$ cat config.mk
export PLATFORM = sky130hd
export DESIGN_NAME = contador_m_ud
export DESIGN_NICKNAME = d
export VERILOG_FILES = /design/src/rtl/contador_m_ud.sv
export SDC_FILE = /design/constraint.sdc
export NUM_CORES = 1
export LEC_CHECK = 0
export ABC_AREA = 1
export BUFFER_PORTS_ARGS = -buffer_cell sky130_fd_sc_hd__buf_2
export CAP_MARGIN = 20
export CORE_MARGIN = 4
export CORE_UTILIZATION = 35
export DETAILED_ROUTE_END_ITERATION = 8
export SETUP_SLACK_MARGIN = 0.3
export SKIP_CTS_REPAIR_TIMING = 1
export SYNTH_ARGS = -nofsm -noshare
export SYNTH_HDL_FRONTEND = slang
export SYNTH_SLANG_ARGS = --single-unit
$ cat constraint.sdc
create_clock -name clock -period 1.4 [get_ports clock]
set_input_delay 0.14 -clock clock [delete_from_list [all_inputs] [get_ports clock]]
set_output_delay 0.14 -clock clock [all_outputs]
set_load 0.02 [all_outputs]
$ cat src/rtl/contador_m_ud.sv
// Parametrised modulo-M up/down counter with wrap/saturate terminal mode,
// clamped load, midpoint flag, registered wrap pulse and sticky overflow.
module contador_m_ud #(
  parameter int N    = 4,
  parameter int M    = 16,
  parameter int MEIO = M/2 - 1
) (
  input  logic         clock,
  input  logic         clr,
  input  logic         sclr,
  input  logic         ld,
  input  logic         ent,
  input  logic         enp,
  input  logic         up,
  input  logic         sat,
  input  logic [N-1:0] D,
  output logic [N-1:0] Q,
  output logic         rco,
  output logic         meio,
  output logic         wrap,
  output logic         ovf
);

  if ((M < 2) || (M > (2**N))) begin : g_bad_modulus
    $fatal(1, "contador_m_ud: modulus M=%0d outside 2..2**N (N=%0d)", M, N);
  end

  localparam logic [N-1:0] Q_MAX   = N'(M - 1);
  localparam bit           MEIO_OK = (MEIO >= 0) && (MEIO <= M - 1);
  localparam logic [N-1:0] MEIO_V  = N'(MEIO);

  logic [N-1:0] q_end;
  logic [N-1:0] d_clamp;
  logic         at_end;
  logic         count_en;

  // The terminal value follows the direction sampled this cycle.
  assign q_end    = up ? Q_MAX : '0;
  assign at_end   = (Q == q_end);
  assign count_en = ent & enp;
  assign d_clamp  = (D > Q_MAX) ? Q_MAX : D;

  assign rco  = ent & at_end;
  assign meio = MEIO_OK & (Q == MEIO_V);

  always_ff @(posedge clock or negedge clr) begin
    if (!clr) begin
      Q    <= '0;
      wrap <= 1'b0;
      ovf  <= 1'b0;
    end else if (!sclr) begin
      Q    <= '0;
      wrap <= 1'b0;
      ovf  <= 1'b0;
    end else if (!ld) begin
      Q    <= d_clamp;
      wrap <= 1'b0;
    end else if (count_en) begin
      if (!at_end) begin
        Q    <= up ? (Q + 1'b1) : (Q - 1'b1);
        wrap <= 1'b0;
      end else begin
        // Reaching the terminal value while enabled is an overflow either way.
        ovf <= 1'b1;
        if (sat) begin
          wrap <= 1'b0;
        end else begin
          Q    <= up ? '0 : Q_MAX;
          wrap <= 1'b1;
        end
      end
    end else begin
      wrap <= 1'b0;
    end
  end

endmodule

Word level (Yosys, flattened, before mapping). Cells that the tools add are included.

Memory bits (read-only): 0. Output and inout bits: 8. Input bits: 12. Latch bits: 0. RAM bits: 0. Bits in registers: 6. Memories: 0. Word-level logic and storage cells: 35.

Reduce and logical (&&, ||, !) cells: 2. Order comparisons: 1. Divide/modulo/power cells: 0. Shift-type cells: 0. Bitwise operators: 2. Multiply operators: 0. Eq/ne operators: 7. Multiplexer cells: 18. $add $sub $neg: 2.

Operator list (number): 4-bit two-way mux (9); 1-bit two-way mux (9); 2-bit by 1-bit != test with 1-bit output, second input constant (3); 4-bit by 1-bit adder with 4-bit output, second input constant (1); 4-bit by 3-bit equality test with 1-bit output, second input constant (1); 4-bit equality test (1); 4-bit > comparator, second input constant (1); 4-bit != test, second input constant (1); 4-bit by 1-bit subtractor with 4-bit output, second input constant (1); 3-bit by 2-bit != test with 1-bit output, second input constant (1); 3-bit AND reduction (1); 1-bit AND (2); 2-bit AND reduction (1).

Longest topological paths before layout.
Depth in word-level cells: 6. Mapped depth: 11. Gate-level depth less buffers: 11.

Least setup slack after synthesis. OpenSTA, ideal clock, no wires.

Path kind: flip-flop to flip-flop. Start: register Q[0]. End: register Q[2]. Buffers on the path: 0. Setup time: 0.129 ns. Cell stages (with the launch flop): 6. Data required time: 1.271 ns. Path slack: -0.134 ns. Clock period less this slack: 1.534 ns. Arrival: 1.405 ns. Cells stage by stage: dfrtp_1 -> fa_1 -> xnor2_1 -> nand2_1 -> a21boi_0 -> o22ai_1.

Cells in the longest elaborated chain, start to end: 6. Elaborated cells on any way between the ends: 10. Classes of those cells: 2 x add/sub; 2 x eq/ne; 5 x mux; 1 x reduce/logical.

RTL lines: from (decl) (RTL line 17) `output logic [N-1:0] Q,`; from (signal assigned) (RTL line 56) `Q <= d_clamp;`; from (signal assigned) (RTL line 60) `Q <= up ? (Q + 1'b1) : (Q - 1'b1);`; from (signal assigned) (RTL line 68) `Q <= up ? '0 : Q_MAX;`; 4-bit by 1-bit subtractor with 4-bit output / 4-bit by 1-bit adder with 4-bit output (equally long branches) (RTL line 60); 4-bit two-way mux (RTL line 60); 4-bit two-way mux (RTL line 59) `if (!at_end) begin`; 4-bit two-way mux (RTL line 58) `end else if (count_en) begin`; 4-bit two-way mux (RTL line 55) `end else if (!ld) begin`; 4-bit two-way mux (RTL line 51) `end else if (!sclr) begin`.

Parallel ways exist; a longest one is shown, timed or not. The select of a mux whose other input is x is not followed. A chain may end at the register's enable or synchronous reset.

Worst setup path in the final report.
Start: register Q[2]. End: output port rco.

Cells in the longest elaborated chain, start to end: 2.

RTL lines: 4-bit equality test (RTL line 39) `assign at_end = (Q == q_end);`; 1-bit AND (RTL line 43) `assign rco = ent & at_end;`; to (decl) (RTL line 18) `output logic rco,`.

No other way between the ends.

==> results.py <==
metrics = {
    "timing": {
        "finalCritPeriodShare_pct": 110,
        "setup-tns-final_ns": -0.424,
        "slew_violations": 0,
        "worst_slack_ns": -0.145,
        "grt_setup_unrepaired": "yes",
        "setup_viol": 6,
        "worst_pin_slew_ns": 0.271,
        "finalHoldViolations": 0,
        "hold-worst-slack_ns": 0.0853,
        "clock_skew_ns": 0.00184,
        "timing.fmax_mhz": 647,
        "maxSlewHeadroom_pct": 81.9,
        "layout_min_cycle_time_ns": 1.54,
    },
    "drt": {
        "drt_iter0_drc": 1,
        "wl_met1_um": 598,
        "drc_errors": 0,
        "routed.top_layer": "met4",
        "vias": 556,
        "routedWlPerCell_um": 12.0,
        "avgViaCountPerCell": 4.67,
        "wl_met3_um": 45,
        "routed_wl_mm": 1.43,
        "route.met2.wl_um": 761,
        "drtAntennaViolNets": 0,
        "drt_pass1_iterations": 3,
    },
    "synth": {
        "synth.area.top_cells": "dfrtp_1 29%, nand2_1 14%, inv_1 6.5%",
        "synth_fp_nets": 86,
        "synth_top_area_cell": "dfrtp_1",
        "synth_warnings": 0,
        "syn_avg_cell_area_um2": 7.35,
        "yosysMostFrequentCell": "nand2_1",
        "ys_ff_latch": 6,
        "synth_area_um2": 522,
        "synth_edf_count": 0,
        "synth-main-ff-cell": "dfrtp_1",
        "synth_common_cells": "20 x nand2_1, 9 x inv_1, 6 x dfrtp_1",
        "synth_seq_area_share_pct": 28.8,
        "synth_top_area_share_pct": 28.8,
        "async_flop_share_pct": 100,
        "synthCells": 71,
        "synth.distinct_cells": 22,
    },
    "floorplanning": {
        "rows": 13,
        "initial_core_util_pct": 38.6,
        "dieArea_um2": 2170,
        "die_w_um": 46.6,
        "fp.coreArea_um2": 1350,
        "die_h_um": 46.6,
        "top_level_ports": 20,
    },
    "pwr": {
        "power_density_nw_per_um2": 860,
        "clkPwrFrac_pct": 22.9,
        "seqPwrFrac_pct": 27.7,
        "switching_share_pct": 38.5,
        "power_leakage_nw": 0.451,
        "p_sw_mw": 0.301,
        "vdd_drop_max_v": 0.000686,
        "intPower_mw": 0.480,
        "p_comb_share_pct": 49.4,
        "finalPower_mw": 0.781,
    },
    "global_route": {
        "grt_use_total_pct": 13.5,
        "grt_max_degree": 8,
        "grt_pass1_wl_mm": 2.06,
        "grt_pass1_vias": 477,
        "overflow": 0,
        "antenna_found_initial": 0,
    },
    "clocking": {
        "clock_sinks": 6,
        "numCtsBuffers": 3,
        "htreeDepth": 1,
        "clock_latency_ns": 0.25,
        "clockRootBuffer": "clkbuf_4",
        "cts_tree": "built",
        "clockBufferDepth": 2,
        "clkTransAtPathRegs_ns": 0.05,
    },
    "layout": {
        "drive_above_1_share_pct": 59.6,
        "stdcell_area_um2": 907,
        "fin_util_pct": 67.2,
        "multi_input_area_um2": 445,
        "fillers": 115,
        "n_antenna_cell": 0,
        "nets": 120,
        "seq_area_um2": 155,
        "area_growth_pct": 73.9,
    },
    "min_path": {
        "hold_path.class": "input pin to flip-flop",
    },
    "critical_path": {
        "crit_path_cell_trace": "ha_4, nand2_4, inv_6, nand2_4, nor2_4, buf_6",
        "worst_path_most_repeated_cell": "nand2_4",
        "worstPathMaxFanout": 4,
        "worst_path_largest_cell_delay_ns": 0.43,
        "cp-end-kind": "output port",
        "cp_slowest_cell": "dfrtp_2",
        "path_class": "flip-flop to output port",
        "start_kind": "flip-flop",
        "cp.required_ns": 1.26,
        "crit_arrival_ns": 1.40,
    },
    "flow_run": {
        "max_cap_viol_count": 0,
    },
    "placed_design": {
        "placedInstanceArea_um2": 713,
        "dpl.hpwl_mm": 1.08,
        "gp_congestion": 0.712,
        "io_buffers": 19,
    },
    "run_status": {
        "violations": "setup timing",
        "status": "complete, but fails checks",
    },
}
[stage by stage]
stage | std cells | setup slack, ns
final | 119 | -0.145
after global routing | 119 | -0.213
after global placement | 108 | -0.0552
after detailed placement | 108 | -0.0554
after CTS | 112 | -0.270
after floorplan | 71 | -0.0106
[metal layers]
layer	vias up	track usage (%)
met5	-	0
li1	295	-
met3	2	1.17
met4	0	6.63
met1	250	17.8
met2	9	22.0
[registers in the layout, summed over array words and instances (netlist names)]
signal  flops
Q           4
ovf         1
wrap        1
[kinds of logic after synthesis]
logic type,share of synthesized area (%)
XOR/XNOR,1.68
flip-flops,28.8
AO/OA/AOI/OAI,9.83
AND/OR/NAND/NOR,42.4
adder cells (fa/ha/maj),8.63
buffers and inverters,8.63
[worst paths after layout]
check / from / endpoint / slack [ns] / cells after the start
hold reg to reg: ovf$_DFFE_PN0P_ / ovf$_DFFE_PN0P_ / 0.52 / 2
max in group asynchronous: clr / Q[3]$_DFFE_PN0P_ / 1.00 / 2
hold / removal: sat / wrap$_DFF_PN0_ / 0.09 / 2
setup / recovery: Q[2]$_DFFE_PN0P_ / rco / -0.14 / 6
setup reg to reg: Q[1]$_DFFE_PN0P_ / Q[2]$_DFFE_PN0P_ / -0.11 / 6
min in group asynchronous: clr / Q[0]$_DFFE_PN0P_ / 0.24 / 2
[power by group through the flow]
stage / Sequential (mW) / Clock, mW / Combinational, mW
floorplan: 0.237 / 0 / 0.167
global placement: 0.219 / 0 / 0.269
detailed placement: 0.219 / 0 / 0.272
CTS: 0.216 / 0.183 / 0.273
global route: 0.220 / 0.193 / 0.427
finish: 0.216 / 0.179 / 0.385
[worst max-delay path: cells and delay by family (launching register included)]
family                     cells  cell delay (ns)
DFF                            1             0.43
and+or+nand+nor                3             0.23
buffers and inverters          2             0.18
adders and majority gates      1             0.32
[cell usage in the layout (no fill, tap or decap), types with 3 or more instances in the layout]
master | netlist | final
buf_2 | 0 | 15
buf_4 | 0 | 6
buf_6 | 0 | 7
clkbuf_4 | 0 | 3
dfrtp_2 | 0 | 4
inv_1 | 9 | 8
nand2_1 | 20 | 16
nand2_2 | 1 | 3
nand2_4 | 2 | 4
nand3_1 | 5 | 5
nor2_1 | 5 | 4
[cell type report]
class / instances / area share, %
clock buffer: 4 / 2.90
timing repair buffer: 29 / 23.0
inverter: 12 / 5.79
tap: 15 / 2.07
multi-input combinational: 53 / 49.1
sequential: 6 / 17.1
No activity file was read; power rests on OpenSTA's default activity.
